===== src/rtl/syn_global_pkg.sv =====
// Shared types and constants for the local-bus fabric.
package syn_global_pkg;

  typedef enum logic {IDLE, WAIT} lb_fabric_fsm_t;

  localparam logic [31:0] LB_ERR_RDATA = 32'hDEAD_BEEF;

  function automatic logic [7:0] sat_inc8(input logic [7:0] v);
    return (v == 8'hFF) ? v : v + 8'd1;
  endfunction

endpackage


===== src/rtl/syn_lb_fabric_if.sv =====
// Master-side local-bus bundle: request strobes/address/data and the registered response.
interface syn_lb_fabric_if #(
  parameter int unsigned DATA_W = 32,
  parameter int unsigned ADDR_W = 12
);
  logic              rd_en;
  logic              wr_en;
  logic [ADDR_W-1:0] addr;
  logic [DATA_W-1:0] wr_data;
  logic              rd_valid;
  logic              wr_valid;
  logic [DATA_W-1:0] rd_data;
  logic              err;

  modport master (
    output rd_en, wr_en, addr, wr_data,
    input  rd_valid, wr_valid, rd_data, err
  );

  modport slave (
    input  rd_en, wr_en, addr, wr_data,
    output rd_valid, wr_valid, rd_data, err
  );
endinterface


===== src/rtl/syn_lb_rst_stretch.sv =====
// Restartable pulse stretcher: a trigger (re)loads the down-counter; output is high while non-zero.
module syn_lb_rst_stretch #(
  parameter int unsigned PULSE_CYCLES = 4
) (
  input  logic clk,
  input  logic rst,
  input  logic trig,
  output logic pulse
);
  localparam int unsigned CNT_W = $clog2(PULSE_CYCLES + 1);

  logic [CNT_W-1:0] cnt_q;

  always_ff @(posedge clk or posedge rst) begin
    if (rst) begin
      cnt_q <= '0;
    end else if (trig) begin
      cnt_q <= CNT_W'(PULSE_CYCLES);
    end else if (cnt_q != '0) begin
      cnt_q <= cnt_q - CNT_W'(1);
    end
  end

  assign pulse = (cnt_q != '0);
endmodule


===== src/rtl/syn_lb_fabric.sv =====
// Local-bus fabric: decodes one master onto NUM_SLAVES slaves by block code, one outstanding op.
// Optional WAIT timeout enabled by defining LB_FABRIC_TIMEOUT_EN.
module syn_lb_fabric
  import syn_global_pkg::*;
#(
  parameter int unsigned             NUM_SLAVES       = 4,
  parameter int unsigned             DATA_W           = 32,
  parameter int unsigned             ADDR_W           = 12,
  parameter int unsigned             SLV_ADDR_W       = 8,
  parameter int unsigned             TIMEOUT_CYCLES   = 16,
  parameter logic [SLV_ADDR_W-1:0]   SLV_RST_ADDR     = {SLV_ADDR_W{1'b1}},
  parameter int unsigned             RST_PULSE_CYCLES = 4
) (
  input  logic                         clk_ir,
  input  logic                         rst_ir,
  syn_lb_fabric_if.slave               lb,
  output logic [NUM_SLAVES-1:0]        slv_rd_en,
  output logic [NUM_SLAVES-1:0]        slv_wr_en,
  output logic [SLV_ADDR_W-1:0]        slv_addr,
  output logic [DATA_W-1:0]            slv_wr_data,
  input  logic [NUM_SLAVES-1:0]        slv_rd_valid,
  input  logic [NUM_SLAVES-1:0]        slv_wr_valid,
  input  logic [NUM_SLAVES*DATA_W-1:0] slv_rd_data,
  output logic [NUM_SLAVES-1:0]        slv_rst,
  output logic [7:0]                   err_cnt
);
  localparam int unsigned CODE_W = ADDR_W - SLV_ADDR_W;
  localparam int unsigned SEL_W  = (NUM_SLAVES > 1) ? $clog2(NUM_SLAVES) : 1;

  if (NUM_SLAVES > (1 << CODE_W)) begin : g_bad_num_slaves
    $error("NUM_SLAVES exceeds the block-code space");
  end
  if (TIMEOUT_CYCLES < 2) begin : g_bad_timeout
    $error("TIMEOUT_CYCLES must be at least 2");
  end
  if (RST_PULSE_CYCLES < 1) begin : g_bad_pulse
    $error("RST_PULSE_CYCLES must be at least 1");
  end

  lb_fabric_fsm_t    state_q;
  logic              op_wr_q;
  logic [SEL_W-1:0]  sel_q;

  logic                  req;
  logic [CODE_W-1:0]     req_code;
  logic [SLV_ADDR_W-1:0] req_local;
  logic                  req_mapped;
  logic [SEL_W-1:0]      req_sel;
  logic [NUM_SLAVES-1:0] req_onehot;
  logic                  rst_wr;
  logic [NUM_SLAVES-1:0] rst_hit;
  logic                  sel_valid;
  logic [DATA_W-1:0]     sel_data;
  logic                  timeout;

  assign req        = lb.rd_en | lb.wr_en;
  assign req_code   = lb.addr[ADDR_W-1:SLV_ADDR_W];
  assign req_local  = lb.addr[SLV_ADDR_W-1:0];
  assign req_mapped = (32'(req_code) < NUM_SLAVES);
  assign req_sel    = SEL_W'(req_code);
  assign req_onehot = NUM_SLAVES'(1) << req_sel;
  // Soft-reset writes are consumed by the fabric and never reach the slave.
  assign rst_wr     = (state_q == IDLE) && lb.wr_en && req_mapped && (req_local == SLV_RST_ADDR);
  assign rst_hit    = rst_wr ? req_onehot : '0;

  always_comb begin
    sel_valid = 1'b0;
    sel_data  = '0;
    for (int i = 0; i < NUM_SLAVES; i++) begin
      if (sel_q == SEL_W'(i)) begin
        sel_valid = op_wr_q ? slv_wr_valid[i] : slv_rd_valid[i];
        sel_data  = slv_rd_data[i*DATA_W +: DATA_W];
      end
    end
  end

`ifdef LB_FABRIC_TIMEOUT_EN
  localparam int unsigned WCNT_W = $clog2(TIMEOUT_CYCLES);

  logic [WCNT_W-1:0] wait_cnt_q;

  // Counts completed WAIT cycles; reads 0 in the first WAIT cycle.
  always_ff @(posedge clk_ir or posedge rst_ir) begin
    if (rst_ir) begin
      wait_cnt_q <= '0;
    end else if (state_q == IDLE) begin
      wait_cnt_q <= '0;
    end else begin
      wait_cnt_q <= wait_cnt_q + WCNT_W'(1);
    end
  end

  assign timeout = (state_q == WAIT) && !sel_valid &&
                   (wait_cnt_q == WCNT_W'(TIMEOUT_CYCLES - 1));
`else
  assign timeout = 1'b0;
`endif

  always_ff @(posedge clk_ir or posedge rst_ir) begin
    if (rst_ir) begin
      state_q     <= IDLE;
      op_wr_q     <= 1'b0;
      sel_q       <= '0;
      slv_rd_en   <= '0;
      slv_wr_en   <= '0;
      slv_addr    <= '0;
      slv_wr_data <= '0;
      lb.rd_valid <= 1'b0;
      lb.wr_valid <= 1'b0;
      lb.err      <= 1'b0;
      lb.rd_data  <= '0;
      err_cnt     <= '0;
    end else begin
      slv_rd_en   <= '0;
      slv_wr_en   <= '0;
      lb.rd_valid <= 1'b0;
      lb.wr_valid <= 1'b0;
      lb.err      <= 1'b0;
      unique case (state_q)
        IDLE: begin
          if (req) begin
            op_wr_q     <= lb.wr_en;
            sel_q       <= req_sel;
            slv_addr    <= req_local;
            slv_wr_data <= lb.wr_data;
            if (!req_mapped) begin
              lb.rd_valid <= !lb.wr_en;
              lb.wr_valid <= lb.wr_en;
              lb.err      <= 1'b1;
              lb.rd_data  <= DATA_W'(LB_ERR_RDATA);
              err_cnt     <= sat_inc8(err_cnt);
            end else if (rst_wr) begin
              lb.wr_valid <= 1'b1;
            end else begin
              if (lb.wr_en) slv_wr_en <= req_onehot;
              else          slv_rd_en <= req_onehot;
              state_q <= WAIT;
            end
          end
        end
        WAIT: begin
          if (sel_valid || timeout) begin
            state_q     <= IDLE;
            lb.rd_valid <= !op_wr_q;
            lb.wr_valid <= op_wr_q;
            lb.err      <= timeout;
            if (timeout) begin
              lb.rd_data <= DATA_W'(LB_ERR_RDATA);
              err_cnt    <= sat_inc8(err_cnt);
            end else if (!op_wr_q) begin
              lb.rd_data <= sel_data;
            end
          end
        end
        default: state_q <= IDLE;
      endcase
    end
  end

  for (genvar g = 0; g < NUM_SLAVES; g++) begin : g_rst
    syn_lb_rst_stretch #(
      .PULSE_CYCLES (RST_PULSE_CYCLES)
    ) u_rst_stretch (
      .clk   (clk_ir),
      .rst   (rst_ir),
      .trig  (rst_hit[g]),
      .pulse (slv_rst[g])
    );
  end
endmodule

===== src/flat_wrapper.sv =====
// flat-port wrapper written by rule: the top's interface ports become plain ports
module syn_lb_fabric_flat import syn_global_pkg::*;
#(
  parameter int unsigned             NUM_SLAVES       = 4,
  parameter int unsigned             DATA_W           = 32,
  parameter int unsigned             ADDR_W           = 12,
  parameter int unsigned             SLV_ADDR_W       = 8,
  parameter int unsigned             TIMEOUT_CYCLES   = 16,
  parameter logic [SLV_ADDR_W-1:0]   SLV_RST_ADDR     = {SLV_ADDR_W{1'b1}},
  parameter int unsigned             RST_PULSE_CYCLES = 4
)
  (clk_ir, rst_ir, slv_rd_en, slv_wr_en, slv_addr, slv_wr_data, slv_rd_valid, slv_wr_valid, slv_rd_data, slv_rst, err_cnt, lb_rd_en, lb_wr_en, lb_addr, lb_wr_data, lb_rd_valid, lb_wr_valid, lb_rd_data, lb_err);
  syn_lb_fabric_if #(.DATA_W(DATA_W), .ADDR_W(ADDR_W)) lb_i ();
  input  logic clk_ir;
  input  logic rst_ir;
  output logic [NUM_SLAVES-1:0] slv_rd_en;
  output logic [NUM_SLAVES-1:0] slv_wr_en;
  output logic [SLV_ADDR_W-1:0] slv_addr;
  output logic [DATA_W-1:0] slv_wr_data;
  input  logic [NUM_SLAVES-1:0] slv_rd_valid;
  input  logic [NUM_SLAVES-1:0] slv_wr_valid;
  input  logic [NUM_SLAVES*DATA_W-1:0] slv_rd_data;
  output logic [NUM_SLAVES-1:0] slv_rst;
  output logic [7:0] err_cnt;
  input wire logic [$bits(lb_i.rd_en)-1:0] lb_rd_en;
  input wire logic [$bits(lb_i.wr_en)-1:0] lb_wr_en;
  input wire logic [$bits(lb_i.addr)-1:0] lb_addr;
  input wire logic [$bits(lb_i.wr_data)-1:0] lb_wr_data;
  output wire logic [$bits(lb_i.rd_valid)-1:0] lb_rd_valid;
  output wire logic [$bits(lb_i.wr_valid)-1:0] lb_wr_valid;
  output wire logic [$bits(lb_i.rd_data)-1:0] lb_rd_data;
  output wire logic [$bits(lb_i.err)-1:0] lb_err;
  assign lb_i.rd_en = lb_rd_en;
  assign lb_i.wr_en = lb_wr_en;
  assign lb_i.addr = lb_addr;
  assign lb_i.wr_data = lb_wr_data;
  assign lb_rd_valid = lb_i.rd_valid;
  assign lb_wr_valid = lb_i.wr_valid;
  assign lb_rd_data = lb_i.rd_data;
  assign lb_err = lb_i.err;
  syn_lb_fabric #(.NUM_SLAVES(NUM_SLAVES), .DATA_W(DATA_W), .ADDR_W(ADDR_W), .SLV_ADDR_W(SLV_ADDR_W), .TIMEOUT_CYCLES(TIMEOUT_CYCLES), .SLV_RST_ADDR(SLV_RST_ADDR), .RST_PULSE_CYCLES(RST_PULSE_CYCLES)) u_core (.clk_ir(clk_ir), .rst_ir(rst_ir), .lb(lb_i), .slv_rd_en(slv_rd_en), .slv_wr_en(slv_wr_en), .slv_addr(slv_addr), .slv_wr_data(slv_wr_data), .slv_rd_valid(slv_rd_valid), .slv_wr_valid(slv_wr_valid), .slv_rd_data(slv_rd_data), .slv_rst(slv_rst), .err_cnt(err_cnt));
endmodule

===== config.mk =====
export PLATFORM = sky130hd
export DESIGN_NAME = syn_lb_fabric_flat
export DESIGN_NICKNAME = d
export VERILOG_FILES = /design/src/rtl/syn_global_pkg.sv /design/src/rtl/syn_lb_fabric_if.sv /design/src/rtl/syn_lb_rst_stretch.sv /design/src/rtl/syn_lb_fabric.sv /design/src/flat_wrapper.sv
export SDC_FILE = /design/constraint.sdc
export NUM_CORES = 1
export LEC_CHECK = 0
export BUFFER_PORTS_ARGS = -buffer_cell sky130_fd_sc_hd__buf_2
export CAP_MARGIN = 25
export CORE_MARGIN = 8
export CORE_UTILIZATION = 50
export DETAILED_ROUTE_END_ITERATION = 16
export GPL_TIMING_DRIVEN = 1
export HOLD_SLACK_MARGIN = 0.08
export PLACE_DENSITY_LB_ADDON = 0.12
export SLEW_MARGIN = 40
export SYNTH_ARGS = -nofsm -noshare
export SYNTH_HDL_FRONTEND = slang
export SYNTH_SLANG_ARGS = --single-unit

===== constraint.sdc =====
create_clock -name clk_ir -period 5.8 [get_ports clk_ir]
set_input_delay 0 -clock clk_ir [delete_from_list [all_inputs] [get_ports clk_ir]]
set_output_delay 0 -clock clk_ir [all_outputs]
set_load 0.1 [all_outputs]

==> results.txt <==
Outcome = complete, no violations
Vias in the first global route = 5413
Area grow syn2layout = 37.9%
Sequential cell area = 0.00268 mm2
Syn nets = 710
Clk_lat worst skew = 370 ps
Synth Area per Inst = 10.7 um2
Pwr Density = 454 mW/mm2
Iter 0 DRT Violations = 276
Final min period = 2350 ps
First-pass GRT wire length = 27200 um
Antenna Nets Post-Route = 0
Non-filler cells, final = 969
CP max stage delay = 880 ps
Cell count after synthesis = 517
Tightest Pin Transition = 771 ps
Worst setup path category = register to register
Seq cells post-synth = 107
Drt first pass iters = 4
DRC viols = 0
Fin util = 0.705
Clock Tree Buf Depth = 2
H-tree Lvls = 3
RSZ-0062 raised after global routing = no
CTS tree = yes
Reg clk slew, reported paths = 90 ps
Register area share after synthesis = 0.483
DIE HEIGHT = 121 um
Worst clock skew = 16.2 ps
All-layer global routing usage = 0.232
Crit path DAT = 2610 ps
Drt total wl = 17500 um
Slew Limit Headroom = 0.485
Worst vdd ir = 459 uV
HPWL Detailed = 13000 um
Die area = 0.0147 mm2
P_leak = 4.01 nW
Yosys cell types = 40
Critical path cell sequence = nor2_1, a22oi_2, nand4_4, mux2i_1
Synth area leader = dfrtp_1
Antenna cells = 0
MaxCap Viol Count = 0
Fmax achieved = 0.425 GHz
Worst-path maximum fanout = 37
Final worst-path cycle share = 0.406
Hold Path Class = primary input to register
Setup TNS = 0 ps
Area occupied by multi-input gates = 0.00262 mm2
Core footprint = 0.0108 mm2
Fin. max-slew vios = 0
GR Overflow Total = 0
Slowest CP cell = dfrtp_4
Ports = 279
Number of port buffers = 278
Endpoints failing setup = 0
Largest cells by area after synthesis = dfrtp_1 48%, mux4_2 13%, nand2_1 10%
Count leader, synth = nand2_1
WP data required = 6060 ps
Top_reg_cell synth = dfrtp_1
Share of cells above drive strength 1 = 0.414
Asr flop ratio synth = 1.00
Largest net degree at the start of global routing = 80
Worst Setup End Kind = register
Post-synth EDFFs = 0
Final Hold Fails = 0
Die width = 121 um
Initial Util = 0.511
Final RePlAce weighted congestion = 0.936
Initial antenna violation count = 0
Synth cell count leaders = 147 x nand2_1, 107 x dfrtp_1, 44 x nor2_1
Yosys warning count = 0
CTS root buffer = clkbuf_8
Vias per std cell = 5.12
Area share of the largest cell type after synthesis = 0.483
Area of the mapped netlist = 0.00554 mm2
Startpoint Class = register
DR WL/cell = 18.0 um
Inst Count DP = 904
TritonCTS Buffers = 9
Final Total Pwr = 3.47 mW
Clock Sinks = 107
R2r setup slk = 3450 ps
Filler cell count in the final layout = 839
CTS resizes = 0
Final net count = 1017
Via count = 4963
Row count = 38
-- worst max-delay path, delay by kind of cell, from the launching register on --
kind,cells,cell delay (ps)
mux,1,380
simple gates,2,740
compound gates,1,240
flops,1,880
-- cell type report --
cell class                      count  area share
Multi-Input combinational cell    363       0.343
Sequential cell                   107       0.351
Inverter                           13     0.00671
Tap cell                          140      0.0229
Clock inverter                      6     0.00704
Clock buffer                       10      0.0180
Timing Repair Buffer              330       0.251
-- kinds of logic (layout without fill, tap and decap cells) --
family / count (synthesis) / count (layout) / share of synthesized area
AO/OA/AOI/OAI: 24 / 24 / 0.0354
multiplexers: 70 / 70 / 0.199
adder cells (fa/ha/maj): 9 / 9 / 0.0203
flip-flops: 107 / 107 / 0.483
buffers and inverters: 47 / 359 / 0.0470
AND/OR/NAND/NOR: 249 / 249 / 0.198
XOR/XNOR: 11 / 11 / 0.0174
-- flip-flops by register name, summed over array words and instances (netlist names) --
register	flops
u_core.err_cnt	8
u_core.g_rst.u_rst_stretch.cnt_q	12
u_core.lb.err	1
u_core.lb.rd_data	32
u_core.lb.rd_valid	1
u_core.lb.wr_valid	1
u_core.op_wr_q	1
u_core.sel_q	2
u_core.slv_addr	8
u_core.slv_rd_en	4
u_core.slv_wr_data	32
u_core.slv_wr_en	4
u_core.state_q	1
-- where the power goes --
part | switching, mW | internal [mW]
Clock | 0.263 | 0.177
Sequential | 0.162 | 0.919
Combinational | 1.44 | 0.506
Total | 1.87 | 1.60
-- cells in the final DEF, fill, tap and decap left out, types with 6 or more instances in the layout --
cell and n:
xor2_1 6, nand2_1 147, nor2_1 44, nor3_1 6, nand3_1 7, dlygate4sd3_1 48
mux4_2 32, clkbuf_8 10, buf_2 278, ha_1 9, dfrtp_1 105, nor2b_1 30
mux2i_1 37, nand2b_1 6, inv_1 11
-- through the flow --
step	hold slack [ps]	setup WS [ps]	cell area (um2)
after global routing	118	3220	7640
final	124	3450	7640
after global placement	1.36	3240	6930
after floorplan	93.8	2980	5540
after CTS	114	3290	7610
after detailed placement	13.1	3330	6940
-- worst paths after layout --
path	depth (start not counted)	to	from
hold reg to reg	2	u_core.slv_wr_data[30]	u_core.slv_wr_data[30]
setup reg to reg	4	u_core.lb.rd_data[17]	u_core.sel_q[0]
min in group asynchronous	3	u_core.slv_wr_data[25]	rst_ir
setup / recovery	4	u_core.lb.rd_data[17]	u_core.sel_q[0]
max in group asynchronous	4	u_core.sel_q[0]	rst_ir
hold / removal	4	u_core.lb.rd_data[10]	slv_rd_data[74]
-- metal layers --
layer	part of all wire	global-route usage	vias to the layer above
met5	0	0	-
met4	0.025	0.0840	0
met3	0.087	0.0675	29
met2	0.53	0.425	214
met1	0.36	0.246	2375
li1	-	-	2345
-- repair_timing --
action	in CTS	in global routing
hold buffers	48	0
hold endpoints to repair	85	0
buffers inserted	0	0
Note: power is estimated with default switching activity, not from simulation.
